### src/rtl/mips_multicycle_controller.sv
// Multi-cycle MIPS control unit: combinational step/opcode decode of all
// datapath strobes and the ALU function code, plus a sticky bad-opcode flag.
module mips_multicycle_controller (
  input  logic       clk,
  input  logic       rst_n,
  input  logic [5:0] Op,
  input  logic [5:0] Funct,
  input  logic [2:0] state,
  output logic       MemToReg,
  output logic       RegDst,
  output logic       IorD,
  output logic       ALUSrcA,
  output logic [1:0] ALUSrcB,
  output logic [1:0] PCSrc,
  output logic       IRWrite,
  output logic       MemWrite,
  output logic       PCWrite,
  output logic       Branch,
  output logic       RegWrite,
  output logic [1:0] ALUOp,
  output logic [2:0] ALUControl,
  output logic       next_ins,
  output logic       bad_op
);

  localparam logic [5:0] OP_RTYPE = 6'b000000;
  localparam logic [5:0] OP_ADDI  = 6'b001000;
  localparam logic [5:0] OP_LW    = 6'b100011;
  localparam logic [5:0] OP_SW    = 6'b101011;
  localparam logic [5:0] OP_BEQ   = 6'b000100;
  localparam logic [5:0] OP_J     = 6'b000010;

  localparam logic [2:0] STEP_FETCH  = 3'd0;
  localparam logic [2:0] STEP_DECODE = 3'd1;
  localparam logic [2:0] STEP_EXEC   = 3'd2;
  localparam logic [2:0] STEP_MEM    = 3'd3;
  localparam logic [2:0] STEP_WB     = 3'd4;

  logic op_supported;

  // Flag whether the current opcode is one this controller knows how to sequence
  always_comb begin
    op_supported = 1'b0;
    case (Op)
      OP_RTYPE, OP_ADDI, OP_LW, OP_SW, OP_BEQ, OP_J: op_supported = 1'b1;
      default:                                       op_supported = 1'b0;
    endcase
  end

  // Decode step and opcode into strobes; unknown step/opcode pairs fall back to fetch
  always_comb begin
    MemToReg = 1'b0;
    RegDst   = 1'b0;
    IorD     = 1'b0;
    ALUSrcA  = 1'b0;
    ALUSrcB  = 2'b00;
    PCSrc    = 2'b00;
    IRWrite  = 1'b0;
    MemWrite = 1'b0;
    PCWrite  = 1'b0;
    Branch   = 1'b0;
    RegWrite = 1'b0;
    ALUOp    = 2'b00;
    next_ins = 1'b0;
    case (state)
      STEP_FETCH: begin
        IRWrite = 1'b1;
        PCWrite = 1'b1;
        ALUSrcB = 2'b01;
      end
      STEP_DECODE: begin
        ALUSrcB = 2'b11;
      end
      STEP_EXEC: begin
        case (Op)
          OP_RTYPE: begin
            ALUSrcA = 1'b1;
            ALUOp   = 2'b10;
          end
          OP_ADDI, OP_LW, OP_SW: begin
            ALUSrcA = 1'b1;
            ALUSrcB = 2'b10;
          end
          OP_BEQ: begin
            ALUSrcA  = 1'b1;
            ALUOp    = 2'b01;
            Branch   = 1'b1;
            PCSrc    = 2'b01;
            next_ins = 1'b1;
          end
          OP_J: begin
            PCSrc    = 2'b10;
            PCWrite  = 1'b1;
            next_ins = 1'b1;
          end
          default: next_ins = 1'b1;
        endcase
      end
      STEP_MEM: begin
        case (Op)
          OP_RTYPE: begin
            RegDst   = 1'b1;
            RegWrite = 1'b1;
            next_ins = 1'b1;
          end
          OP_ADDI: begin
            RegWrite = 1'b1;
            next_ins = 1'b1;
          end
          OP_LW: begin
            IorD = 1'b1;
          end
          OP_SW: begin
            IorD     = 1'b1;
            MemWrite = 1'b1;
            next_ins = 1'b1;
          end
          default: next_ins = 1'b1;
        endcase
      end
      STEP_WB: begin
        if (Op == OP_LW) begin
          MemToReg = 1'b1;
          RegWrite = 1'b1;
        end
        next_ins = 1'b1;
      end
      default: next_ins = 1'b1;
    endcase
  end

  // Translate ALUOp (and Funct for R-type) into the ALU function code
  always_comb begin
    ALUControl = 3'b010;
    case (ALUOp)
      2'b00: ALUControl = 3'b010;
      2'b01: ALUControl = 3'b110;
      2'b10: begin
        case (Funct)
          6'b100000: ALUControl = 3'b010;
          6'b100010: ALUControl = 3'b110;
          6'b100100: ALUControl = 3'b000;
          6'b100101: ALUControl = 3'b001;
          6'b101010: ALUControl = 3'b111;
          default:   ALUControl = 3'b000;
        endcase
      end
      default: ALUControl = 3'b010;
    endcase
  end

  // Latch an unsupported opcode seen at decode until the next reset
  always_ff @(posedge clk) begin
    if (!rst_n) begin
      bad_op <= 1'b0;
    end else if (state == STEP_DECODE && !op_supported) begin
      bad_op <= 1'b1;
    end
  end

endmodule

### config.mk
export PLATFORM = sky130hd
export DESIGN_NAME = mips_multicycle_controller
export DESIGN_NICKNAME = d
export VERILOG_FILES = /design/src/rtl/mips_multicycle_controller.sv
export SDC_FILE = /design/constraint.sdc
export NUM_CORES = 1
export LEC_CHECK = 0
export ABC_AREA = 1
export CAP_MARGIN = 25
export CORE_MARGIN = 4
export CORE_UTILIZATION = 33
export CTS_CLUSTER_SIZE = 14
export DETAILED_ROUTE_END_ITERATION = 16
export HOLD_SLACK_MARGIN = 0.15
export PLACE_DENSITY = 0.83
export SLEW_MARGIN = 0
export SYNTH_ARGS = -nofsm -noshare
export SYNTH_HDL_FRONTEND = slang
export SYNTH_SLANG_ARGS = --single-unit
export TNS_END_PERCENT = 20
### constraint.sdc
create_clock -name clk -period 3.3 [get_ports clk]
set_input_delay 0.33 -clock clk [delete_from_list [all_inputs] [get_ports clk]]
set_output_delay 0.33 -clock clk [all_outputs]
set_load 0.02 [all_outputs]
==> results of run 1 <==
==> layout by cell type, fill, tap and decap left out <==
cell type / count
nand3_2: 1
o21bai_1: 1
buf_4: 2
or2_1: 1
nor3_1: 3
clkdlybuf4s50_1: 36
nor2_4: 3
nor3_2: 2
nand3_1: 2
o21ai_0: 2
nand4_1: 2
nor2_2: 3
ha_1: 2
nand2_1: 13
nand3b_1: 1
a21oi_2: 1
dfxtp_1: 1
nand2_2: 4
inv_2: 2
o21ai_1: 2
a31oi_1: 1
nor2_1: 12
a21oi_1: 1
inv_1: 16
o211ai_1: 1
==> worst paths after layout <==
kind         cells past startpoint           startpoint  slack (ns)                   to
max                             11             state[2]        0.19        ALUControl[0]
min                              2  bad_op$_SDFFE_PN0P_        0.46  bad_op$_SDFFE_PN0P_
max reg2reg                      2  bad_op$_SDFFE_PN0P_        2.75  bad_op$_SDFFE_PN0P_
min reg2reg                      2  bad_op$_SDFFE_PN0P_        0.46  bad_op$_SDFFE_PN0P_
==> area by class of cell <==
type	instances	area, um2	area share [%]
flip-flops and latches	1	20.0	2.46
repair buffers	38	375	46.2
well taps	14	17.5	2.15
inverters	18	67.6	8.31
multi-input cells	58	333	40.9
==> where the power goes <==
group	switching [uW]	total, uW	internal (uW)
clock network	0	0	0
logic	28.9	60.4	31.5
registers	0.319	13.3	13.0
==> cells by family after synthesis <==
logic type,count (synthesis)
simple gates,47
buf+inv,20
compound gates,9
fa+ha+maj,2
flops,1
==> through the flow <==
step	cell area (um2)	total power [uW]	util [%]	hold WS [ns]
2_1_floorplan	435	37.0	-	0.452
3_3_place_gp	813	72.9	69.4	0.447
3_5_place_dp	813	73.8	69.4	0.463
4_1_cts	813	73.9	69.4	0.460
5_1_grt	813	78.4	69.4	0.478
6_report	813	73.7	69.4	0.456
==> layer usage <==
metal	track usage [%]	vias to the layer above	routed length, um	part of all wire [%]
li1	-	320	-	-
met1	15.0	253	574	42
met4	0	0	0	0
met2	28.5	21	696	51
met5	0	-	0	0
met3	0.813	0	90	6.6
==> tightest hold or removal path, stage by stage, from the launching register on <==
cell,delay [ns]
dfxtp_1,0.29
inv_1,0.06
a21oi_2,0.05
==> results by group, run 1 <==
Worst setup path
  • Arr. time, crit path: around 2.8 ns
  • Worst Path Required: 2.97 ns
  • CP Max Fanout: 5
  • Worst path bufs/invs: 4
  • CP max stage delay: between 0.6 and 0.7 ns
  • Startpoint types: input pin
  • Crit Path Class: input pin to output pin
  • Slowest cell on the critical path: clkdlybuf4s50_1
  • Critical Path End Type: output pin
  • Critical path cell sequence: clkdlybuf4s50_1 -> nor2_2 -> nand2_2 -> nor3_2 -> inv_1 -> ha_1 -> inv_1 -> nand2_1 -> nor3_1 -> o21bai_1 -> clkdlybuf4s50_1
  • Delay-heaviest family, CP: buffers and inverters

CTS
  • Clk_lat worst skew: 0 ns
  • PostCTS Resize Cnt: 0
  • Clock transition at path regs: 0 ns
  • Setup Fix Bufs, Post-CTS: 0
  • CTS Hold Buffers Added: 0

Placed design
  • Final HPWL DP: 1240 um
  • Placed Cells: about 130
  • # port buffers: 36
  • Dpl ws: between 0.15 and 0.2 ns
  • RePlAce Congestion: between 0.7 and 0.8

Final layout
  • NumNets Final: 136
  • Diode count: 0
  • Layout cells sized above 1: between 15 and 20%
  • Post-Layout Cell Count: about 130
  • Regs by FF count: bad_op x1
  • Max FFs per register: 1
  • # fillers: roughly 100
  • Register with the most flip-flops: bad_op
  • Synthesis-to-finish area growth: 86.8%

Hold path
  • Hold Path Class: flop to flop

Synth
  • Mapped cell area: approximately 440 um2
  • Post-Syn Nets: 98
  • Cells after synthesis: 79
  • Synth Area in Simple Gates: 58.0%
  • Area share of the largest cell type after synthesis: 13.8%
  • Synth unique cells: 24
  • Share of flip-flops with an asynchronous set or reset: 0%
  • Post-synthesis mux area share: 0%
  • Seq/Total Area, Yosys: under 10%
  • Area share of xor/xnor cells in the synthesized design: 0%
  • Top cells by count, synth: inv_1 (16), nand2_1 (13), nor2_1 (12)
  • Post-synthesis register bit count: 1
  • Primary FF master, synth: dfxtp_1
  • Post-synth EDFFs: 0
  • Top-count cell post-synth: inv_1
  • Yosys Warn Count: 0
  • Post-synthesis compound-gate area fraction: 12.6%
  • Largest family of logic cells by synthesized area: simple AND/OR/NAND/NOR gates
  • Adder-Cell Fraction of Synth Area: 5.75%
  • Cell taking the most area after synthesis: inv_1
  • Mean Syn Cell Area: ~5.5 um2
  • Synth area leaders: inv_1 (14%), nand2_1 (11%), nor2_1 (10%)

Floorplan
  • I/O pin count: 37
  • Die H: approximately 44 um
  • Die Wd: around 44 um
  • Initial core utilization: 37.2%
  • Core Rows: 12
  • Die area: about 2000 um2
  • Core ar.: around 1200 um2

GRT
  • First-pass GRT wire length: roughly 2100 um
  • Largest net degree at the start of global routing: 7
  • Total gr overflow: 0
  • Vias in the first global route: around 540
  • Gr usage total: between 10% and 20%
  • Initial antenna violation count: 0

Outcome
  • Outcome: finished, final reports clean

Timing
  • Period utilisation layout: ~94%
  • Setup tns final: 0 ns
  • Final worst setup slack: about 0.2 ns
  • Max-slew violation total from the final report: 0
  • RSZ-0062 raised after global routing: no
  • Setup Skew: 0 ns
  • Worst-Margin Slew: 0.230 ns
  • Max Fclk: ~320 MHz
  • Final-report hold violation count: 0
  • Setup-failing EPs final: 0
  • Max transition margin: between 80 and 90%
  • Period minus WS final: 3.11 ns

Power
  • Pwr dens: roughly 91 nW/um2
  • LEAKAGE: 0.000326 uW
  • Maximum vdd ir drop: about 0.047 mV

Drt
  • DR vias: around 590
  • WL/cell: between 10 and 15 um
  • WL final: about 1400 um
  • DR iter-0 viols: 2
  • Via-per-instance ratio: around 4.6
  • DRT Pass-1 Iters: 2
  • Final ANT Viol Nets: 0
  • Drt drc: 0

Run
  • Max-cap violation count: 0
Power figures use the tool's default switching activity.
==> inputs of run 2 (changes only) <==
--- a/config.mk
+++ b/config.mk
@@ -7,13 +7,13 @@
 export LEC_CHECK = 0
 export ABC_AREA = 1
 export CAP_MARGIN = 25
-export CORE_MARGIN = 4
+export CORE_MARGIN = 2
 export CORE_UTILIZATION = 33
 export CTS_CLUSTER_SIZE = 14
 export DETAILED_ROUTE_END_ITERATION = 16
 export HOLD_SLACK_MARGIN = 0.15
 export PLACE_DENSITY = 0.83
-export SLEW_MARGIN = 0
+export SLEW_MARGIN = 15
 export SYNTH_ARGS = -nofsm -noshare
 export SYNTH_HDL_FRONTEND = slang
 export SYNTH_SLANG_ARGS = --single-unit
==> results by group, run 2 (synthesis results as in run 1) <==
Drt
  • WL final: 1180 um
  • Final ANT Viol Nets: 0
  • WL/cell: approximately 9 um
  • DRT Pass-1 Iters: 4
  • DR vias: 613
  • Drt drc: 0
  • Via-per-instance ratio: 4.72
  • DR iter-0 viols: 7

GRT
  • Initial antenna violation count: 0
  • Gr usage total: ~15%
  • Total gr overflow: 0
  • First-pass GRT wire length: 1750 um
  • Vias in the first global route: 498
  • Largest net degree at the start of global routing: 7

Worst setup path
  • CP Max Fanout: 5
  • Critical Path End Type: output pin
  • Startpoint types: input pin
  • Worst Path Required: ~3.0 ns
  • Arr. time, crit path: ~2.7 ns
  • Crit Path Class: input pin to output pin
  • Reg2Reg Depth: 2

Run
  • Max-cap violation count: 0

Final layout
  • Regs by FF count: bad_op x1
  • NumNets Final: between 100 and 150
  • Commonest cells after routing, fill and taps aside: clkdlybuf4s50_1 (36), inv_1 (16), nand2_1 (13), nor2_1 (12), nand2_2 (4)
  • Most common cell after layout, fill and taps aside: clkdlybuf4s50_1
  • Synthesis-to-finish area growth: 87.1%
  • Layout cells sized above 1: around 16%
  • Max FFs per register: 1
  • Register with the most flip-flops: bad_op
  • Final core utilization: about 64%
  • Diode count: 0

Power
  • Pwr dens: around 90 nW/um2
  • Maximum vdd ir drop: approximately 0.043 mV
  • LEAKAGE: between 0.0003 and 0.0004 uW

Timing
  • Setup Skew: 0 ns
  • Final-report hold violation count: 0
  • Worst-Margin Slew: 0.246 ns
  • Setup tns final: 0 ns
  • Setup-failing EPs final: 0
  • Period utilisation layout: 91.4%
  • Max-slew violation total from the final report: 0
  • Max transition margin: between 80 and 90%
  • RSZ-0062 raised after global routing: no
  • Max Fclk: approximately 330 MHz
  • Period minus WS final: a little over 3 ns

Floorplan
  • I/O pin count: 37
  • Core Rows: 13
  • Die area: 1630 um2
  • Initial core utilization: between 30% and 40%
  • Die H: slightly above 40 um
  • Core ar.: roughly 1300 um2
  • Die Wd: slightly above 40 um

CTS
  • Clock transition at path regs: 0 ns
  • Setup Fix Bufs, Post-CTS: 0
  • Clk_lat worst skew: 0 ns
  • CTS Hold Buffers Added: 0
  • PostCTS Resize Cnt: 0

Hold path
  • WHS Path Cells: 2
  • Hold Path Class: flop to flop

Outcome
  • Outcome: finished, final reports clean

Placed design
  • # port buffers: 36
  • RePlAce Congestion: slightly below 0.8
  • Final HPWL DP: roughly 1000 um
==> run 2: final timing paths <==
check | slack [ns] | start | endpoint
max | 0.28 | state[2] | ALUControl[0]
min | 0.45 | bad_op$_SDFFE_PN0P_ | bad_op$_SDFFE_PN0P_
max reg2reg | 2.77 | bad_op$_SDFFE_PN0P_ | bad_op$_SDFFE_PN0P_
min reg2reg | 0.45 | bad_op$_SDFFE_PN0P_ | bad_op$_SDFFE_PN0P_
==> run 2: critical path, stage by stage <==
cell and delay, ns:
clkdlybuf4s50_1 0.49, nor2_2 0.17, nand2_2 0.11, nor2_4 0.13, nand2_2 0.08, nor2_4 0.11
ha_1 0.25, inv_1 0.10, nand2_1 0.05, nor3_1 0.15, o21bai_1 0.12, clkdlybuf4s50_1 0.61
==> run 2: metrics by stage <==
stage          total power [uW]  cells  area [um2]  worst slack [ns]  hold slack, ns
6_report                   73.6    130         815             0.284           0.447
5_1_grt                    79.1    130         815            0.0839           0.477
4_1_cts                    73.9    130         815             0.284           0.448
3_5_place_dp               73.4    130         815             0.286           0.447
3_3_place_gp               72.6    130         815             0.319           0.447
2_1_floorplan              37.0     79         435              1.02           0.452
==> run 2: per-layer routing <==
layer  track usage [%]  vias to the layer above  share of wire [%]
li1                  -                      316                  -
met1              14.0                      271                 39
met2              33.7                       26                 51
met3              1.11                        0                 10
met4                 0                        0                  0
met5                 0                        -                  0
==> run 2: layout make-up <==
class	count	area, um2
fillers	129	454
inverters	18	67.6
multi-input cells	58	333
flip-flops and latches	1	20.0
well taps	15	18.8
repair buffers	38	375
==> run 2: report_power, final <==
group | switching, uW | total [uW] | internal (uW) | leakage [uW]
logic | 28.9 | 60.3 | 31.5 | 0.000318
registers | 0.277 | 13.3 | 13.0 | 0.00000819
clock network | 0 | 0 | 0 | 0
total | 29.2 | 73.6 | 44.5 | 0.000326
